--- config.mk ---
export PLATFORM = sky130hd
export DESIGN_NAME = mem_arbiter
export DESIGN_NICKNAME = d
export VERILOG_FILES = /design/src/rtl/mem_arbiter.sv
export SDC_FILE = /design/constraint.sdc
export NUM_CORES = 1
export LEC_CHECK = 0
export ABC_AREA = 1
export BUFFER_PORTS_ARGS = -buffer_cell sky130_fd_sc_hd__buf_2
export CAP_MARGIN = 30
export CORE_ASPECT_RATIO = 2
export CORE_MARGIN = 2
export CORE_UTILIZATION = 29
export CTS_CLUSTER_SIZE = 28
export DETAILED_ROUTE_END_ITERATION = 6
export GPL_TIMING_DRIVEN = 0
export SYNTH_ARGS = -nofsm -noshare
export SYNTH_HDL_FRONTEND = slang
export SYNTH_SLANG_ARGS = --single-unit
--- constraint.sdc ---
create_clock -name clock -period 1.4 [get_ports clock]
set_input_delay 0.28 -clock clock [delete_from_list [all_inputs] [get_ports clock]]
set_output_delay 0.28 -clock clock [all_outputs]
set_load 0.03 [all_outputs]
--- src/rtl/mem_arbiter.sv ---
// mem_arbiter: two-requester (instruction/data) arbiter in front of one shared memory port.
//
// Ports:
//   clock, reset                  rising-edge clock, synchronous active-low reset
//   i_strobe/i_rw/i_address/i_wdata -> i_rdata/i_ready   instruction requester (rw: 1=read, 0=write)
//   d_strobe/d_rw/d_address/d_wdata -> d_rdata/d_ready   data requester
//   m_enable/m_read/m_write/m_address/m_wdata, m_rdata/m_ready   shared memory side
//   grant_d                       1 while the data requester owns the memory (BUSY/RESP)
//
// Configuration:
//   MEM_ARBITER_RR_EN  defined   -> round-robin on simultaneous strobes (instruction first after reset)
//                      undefined -> fixed priority, data wins
module mem_arbiter (
    input  logic        clock,
    input  logic        reset,
    input  logic        i_strobe,
    input  logic        i_rw,
    input  logic [31:0] i_address,
    input  logic [31:0] i_wdata,
    output logic [31:0] i_rdata,
    output logic        i_ready,
    input  logic        d_strobe,
    input  logic        d_rw,
    input  logic [31:0] d_address,
    input  logic [31:0] d_wdata,
    output logic [31:0] d_rdata,
    output logic        d_ready,
    output logic        m_enable,
    output logic        m_read,
    output logic        m_write,
    output logic [31:0] m_address,
    output logic [31:0] m_wdata,
    input  logic [31:0] m_rdata,
    input  logic        m_ready,
    output logic        grant_d
);
    typedef enum logic [1:0] {IDLE, BUSY, RESP} state_t;
    state_t state, state_next;
    logic        owner_d;
    logic        rw_q;
    logic [31:0] addr_q;
    logic [31:0] wdata_q;
    logic        win_d;
    logic        grab;

    assign grab = (state == IDLE) & (i_strobe | d_strobe);

`ifdef MEM_ARBITER_RR_EN
    // last_i=0 after reset makes a tie go to the instruction side first
    logic last_i;
    always_ff @(posedge clock)
        if (!reset)
            last_i <= 1'b0;
        else if (grab)
            last_i <= ~win_d;
    assign win_d = d_strobe & (~i_strobe | last_i);
`else
    assign win_d = d_strobe;
`endif

    always_ff @(posedge clock)
        if (!reset)
            state <= IDLE;
        else
            state <= state_next;

    always_ff @(posedge clock)
        if (!reset) begin
            owner_d <= 1'b0;
            rw_q    <= 1'b0;
            addr_q  <= '0;
            wdata_q <= '0;
            i_rdata <= '0;
            d_rdata <= '0;
        end else begin
            if (grab) begin
                owner_d <= win_d;
                rw_q    <= win_d ? d_rw : i_rw;
                addr_q  <= win_d ? d_address : i_address;
                wdata_q <= win_d ? d_wdata : i_wdata;
            end
            // captured for reads and writes alike
            if (state == BUSY && m_ready) begin
                if (owner_d)
                    d_rdata <= m_rdata;
                else
                    i_rdata <= m_rdata;
            end
        end

    always_comb begin
        state_next = (state == IDLE) ? (grab ? BUSY : IDLE) :
                     (state == BUSY) ? (m_ready ? RESP : BUSY) : IDLE;
        m_enable   = state == BUSY;
        m_read     = m_enable & rw_q;
        m_write    = m_enable & ~rw_q;
        m_address  = m_enable ? addr_q : '0;
        m_wdata    = m_enable ? wdata_q : '0;
        i_ready    = (state == RESP) & ~owner_d;
        d_ready    = (state == RESP) & owner_d;
        grant_d    = (state != IDLE) & owner_d;
    end
endmodule
==> impl_metrics.py <==
metrics = {
    "die": {
        "core_sq_mm": 0.0225,
        "dieHeight_um": 218,
        "std_cell_rows": 78,
        "dieArea_sq_mm": 0.0242,
        "initial_utilization_pct": 29.4,
        "dieWidth_um": 111,
        "ios": 301,
    },
    "grt": {
        "grt.met2_usage_pct": 40.7,
        "met1_usage_pct": 19.0,
        "grt_pass1_wl_um": 38200,
        "gr-total-overflow": 0,
        "antenna_found_initial": 2,
        "grt_max_degree": 17,
        "gr-usage-met3_pct": 5.06,
        "grt_busiest_layer": "met2",
        "track_usage_pct": 20.3,
        "grt_pass1_vias": 7484,
    },
    "pwr": {
        "share_seq_of_total_power_pct": 34.7,
        "p_sw_share_pct": 33.6,
        "comb_power_share_pct": 30.5,
        "ir_drop_mv": 0.714,
        "p_leak_nw": 5.89,
        "internal-power_mw": 8.00,
        "pwr-share-clk_pct": 34.8,
        "power.total_mw": 12.0,
        "switchingPower_mw": 4.04,
        "powerDensity_mw_per_mm2": 1070,
    },
    "cells_and_area": {
        "area_delta_synth_final_pct": 70.0,
        "antenna_cells": 0,
        "fin_cells": 1778,
        "layout-drive-gt1-share_pct": 37.9,
        "fin_util_pct": 50.0,
        "fin_nets": 1652,
    },
    "timing": {
        "setup_viol": 184,
        "finalHoldViolations": 0,
        "fin_crit_sh_pct": 130,
        "fin_crit_ns": 1.82,
        "tightest_slew_ns": 0.716,
        "grt_setup_unrepaired": "true",
        "final_max_slew_viol_count": 0,
        "clock.fmax_mhz": 548,
        "slew-limit-headroom_pct": 52.2,
        "fin_ws_ns": -0.424,
        "finalClockSkew_ns": 0.00987,
        "fin_setup_tns_ns": -46.98,
    },
    "outcome": {
        "violations": "negative setup slack",
        "status": "complete, but fails checks",
    },
    "cts": {
        "clk_path_buf_depth": 2,
        "htree_levels": 4,
        "hold_buffers": 0,
        "cts_tree": "built",
        "worstSkewPairLatency_ns": 0.43,
        "clk_pin_slew_ns": 0.06,
        "cts-root-buf": "clkbuf_16",
        "numCtsBuffers": 17,
        "cts.sinks": 132,
    },
    "worst_setup_path": {
        "crit_path_start_kind": "register",
        "arrival_ns": 1.54,
        "crit_type": "reg -> out",
        "endpoint_kind": "output pin",
        "cp_data_required_time_ns": 1.12,
        "r2r_cells": 10,
        "path_max_fanout": 10,
    },
    "route": {
        "drc_errors": 0,
        "first_iter_violations": 248,
        "post_drt_wl_per_cell_um": 14.5,
        "first_pass_iters": 4,
        "drtAntennaViolNets": 0,
        "via_per_inst": 4.37,
        "wl_um": 25800,
        "vias": 7765,
    },
    "synth": {
        "yosys_register_bits": 132,
        "syn_area_per_cell_sq_um": 5.89,
        "ys_seq_area_share_pct": 39.8,
        "netlist_area_sq_mm": 0.00663,
        "ys_types": 20,
        "yosys_warnings": 0,
        "netlist_instances": 1127,
        "syn-num-nets": 1294,
    },
    "place": {
        "port-buffer-count": 297,
        "hpwl_um": 18600,
        "placed_cells": 1704,
        "place_congestion": 0.841,
    },
    "worst_hold_path": {
        "hold_depth": 3,
        "hp-class": "in -> reg",
    },
    "flow_run": {
        "cap_violations": 0,
    },
}
## worst max-delay path, stage by stage, from the launching register on
cell and delay [ns]:
dfxtp_4 0.36, inv_4 0.08, nand2_8 0.07, clkbuf_16 0.18, buf_16 0.17, nor2_4 0.10, buf_6 0.13
## layout make-up
cell class	count	area [sq um]
well taps	280	350
multi-input cells	728	3780
clock buffers	21	470
repair buffers	339	2480
fillers	2225	11300
inverters	198	753
flip-flops and latches	132	2650
plain buffers	69	704
clock inverters	11	80.1
## per-stage QoR
stage / instance area, sq um / hold WS (ns) / worst slack [ns]
floorplan: 6990 / 0.415 / -0.0264
global route: 11300 / 0.0717 / -0.483
CTS: 10100 / 0.0632 / -0.451
global placement: 8830 / 0.459 / -0.339
detailed placement: 8830 / 0.467 / -0.330
finish: 11300 / 0.0779 / -0.424
## flip-flops by register name, indices dropped and copies added, names as in the netlist
signal   flops
addr_q      32
rw_q         1
owner_d      1
wdata_q     32
d_rdata     32
state        2
i_rdata     32
## what timing repair did
item	CTS	global route
pin swaps	2	27
setup endpoints to repair	198	194
gates resized for setup	184	225
buffers inserted	8	20
cloned	2	14
## power groups by stage
| stage | Combinational [mW] | Sequential [mW] | Clock [mW] |
|---|---|---|---|
| after global placement | 2.61 | 4.24 | 0 |
| after detailed placement | 2.63 | 4.25 | 0 |
| after CTS | 2.98 | 4.18 | 4.29 |
| final | 3.67 | 4.18 | 4.19 |
| after floorplan | 1.61 | 4.42 | 0 |
| after global routing | 4.00 | 4.21 | 4.46 |
## cell usage in the layout (no fill, tap or decap), drive strengths merged
| cell type | instances |
|---|---|
| a21oi | 2 |
| clkbuf | 57 |
| inv | 198 |
| nand2 | 294 |
| clkinvlp | 4 |
| clkinv | 7 |
| nor2 | 329 |
| nand3 | 1 |
| nand4 | 33 |
| o21ai | 66 |
| dfxtp | 132 |
| or2 | 1 |
| buf | 372 |
| nor3 | 2 |
## kinds of logic after synthesis
family	synth area share (%)
and+or+nand+nor	38.8
buffers and inverters	16.1
DFF	39.8
AOI/OAI and AO/OA	5.19
## Yosys cell counts
library cell  count  share of area, %
buf_1             6              0.34
nor2_1          328                19
buf_4             8              0.91
nand4_2           1              0.19
o21ai_2           1              0.13
nand3_1           1             0.075
clkbuf_1         29               1.6
inv_1           196                11
buf_6             1              0.17
buf_2            25               1.9
nor2_2            1             0.094
or2_2             1             0.094
o21ai_0          65               4.9
nand4_1          32               3.0
dfxtp_1         132                40
a21oi_1           2              0.15
nor3_1            2              0.15
inv_2             1             0.057
clkinv_1          1             0.057
nand2_1         294                17
## metal layers
metal	vias to the layer above	share of wire, %
met3	47	5.1
met5	-	0.081
met1	3501	35
met4	4	3.0
li1	3997	-
met2	216	57
## path summary, 6_finish.rpt
path,slack [ns],start,to
max reg2reg,-0.30,state[0]$_SDFF_PN0_,addr_q[11]$_SDFFE_PN0P_
min reg2reg,0.47,i_rdata[26]$_SDFFE_PN0P_,i_rdata[26]$_SDFFE_PN0P_
min,0.08,m_rdata[16],d_rdata[16]$_SDFFE_PN0P_
max,-0.42,state[1]$_SDFF_PP0_,m_address[24]
Note: power is estimated with default switching activity, not from simulation.
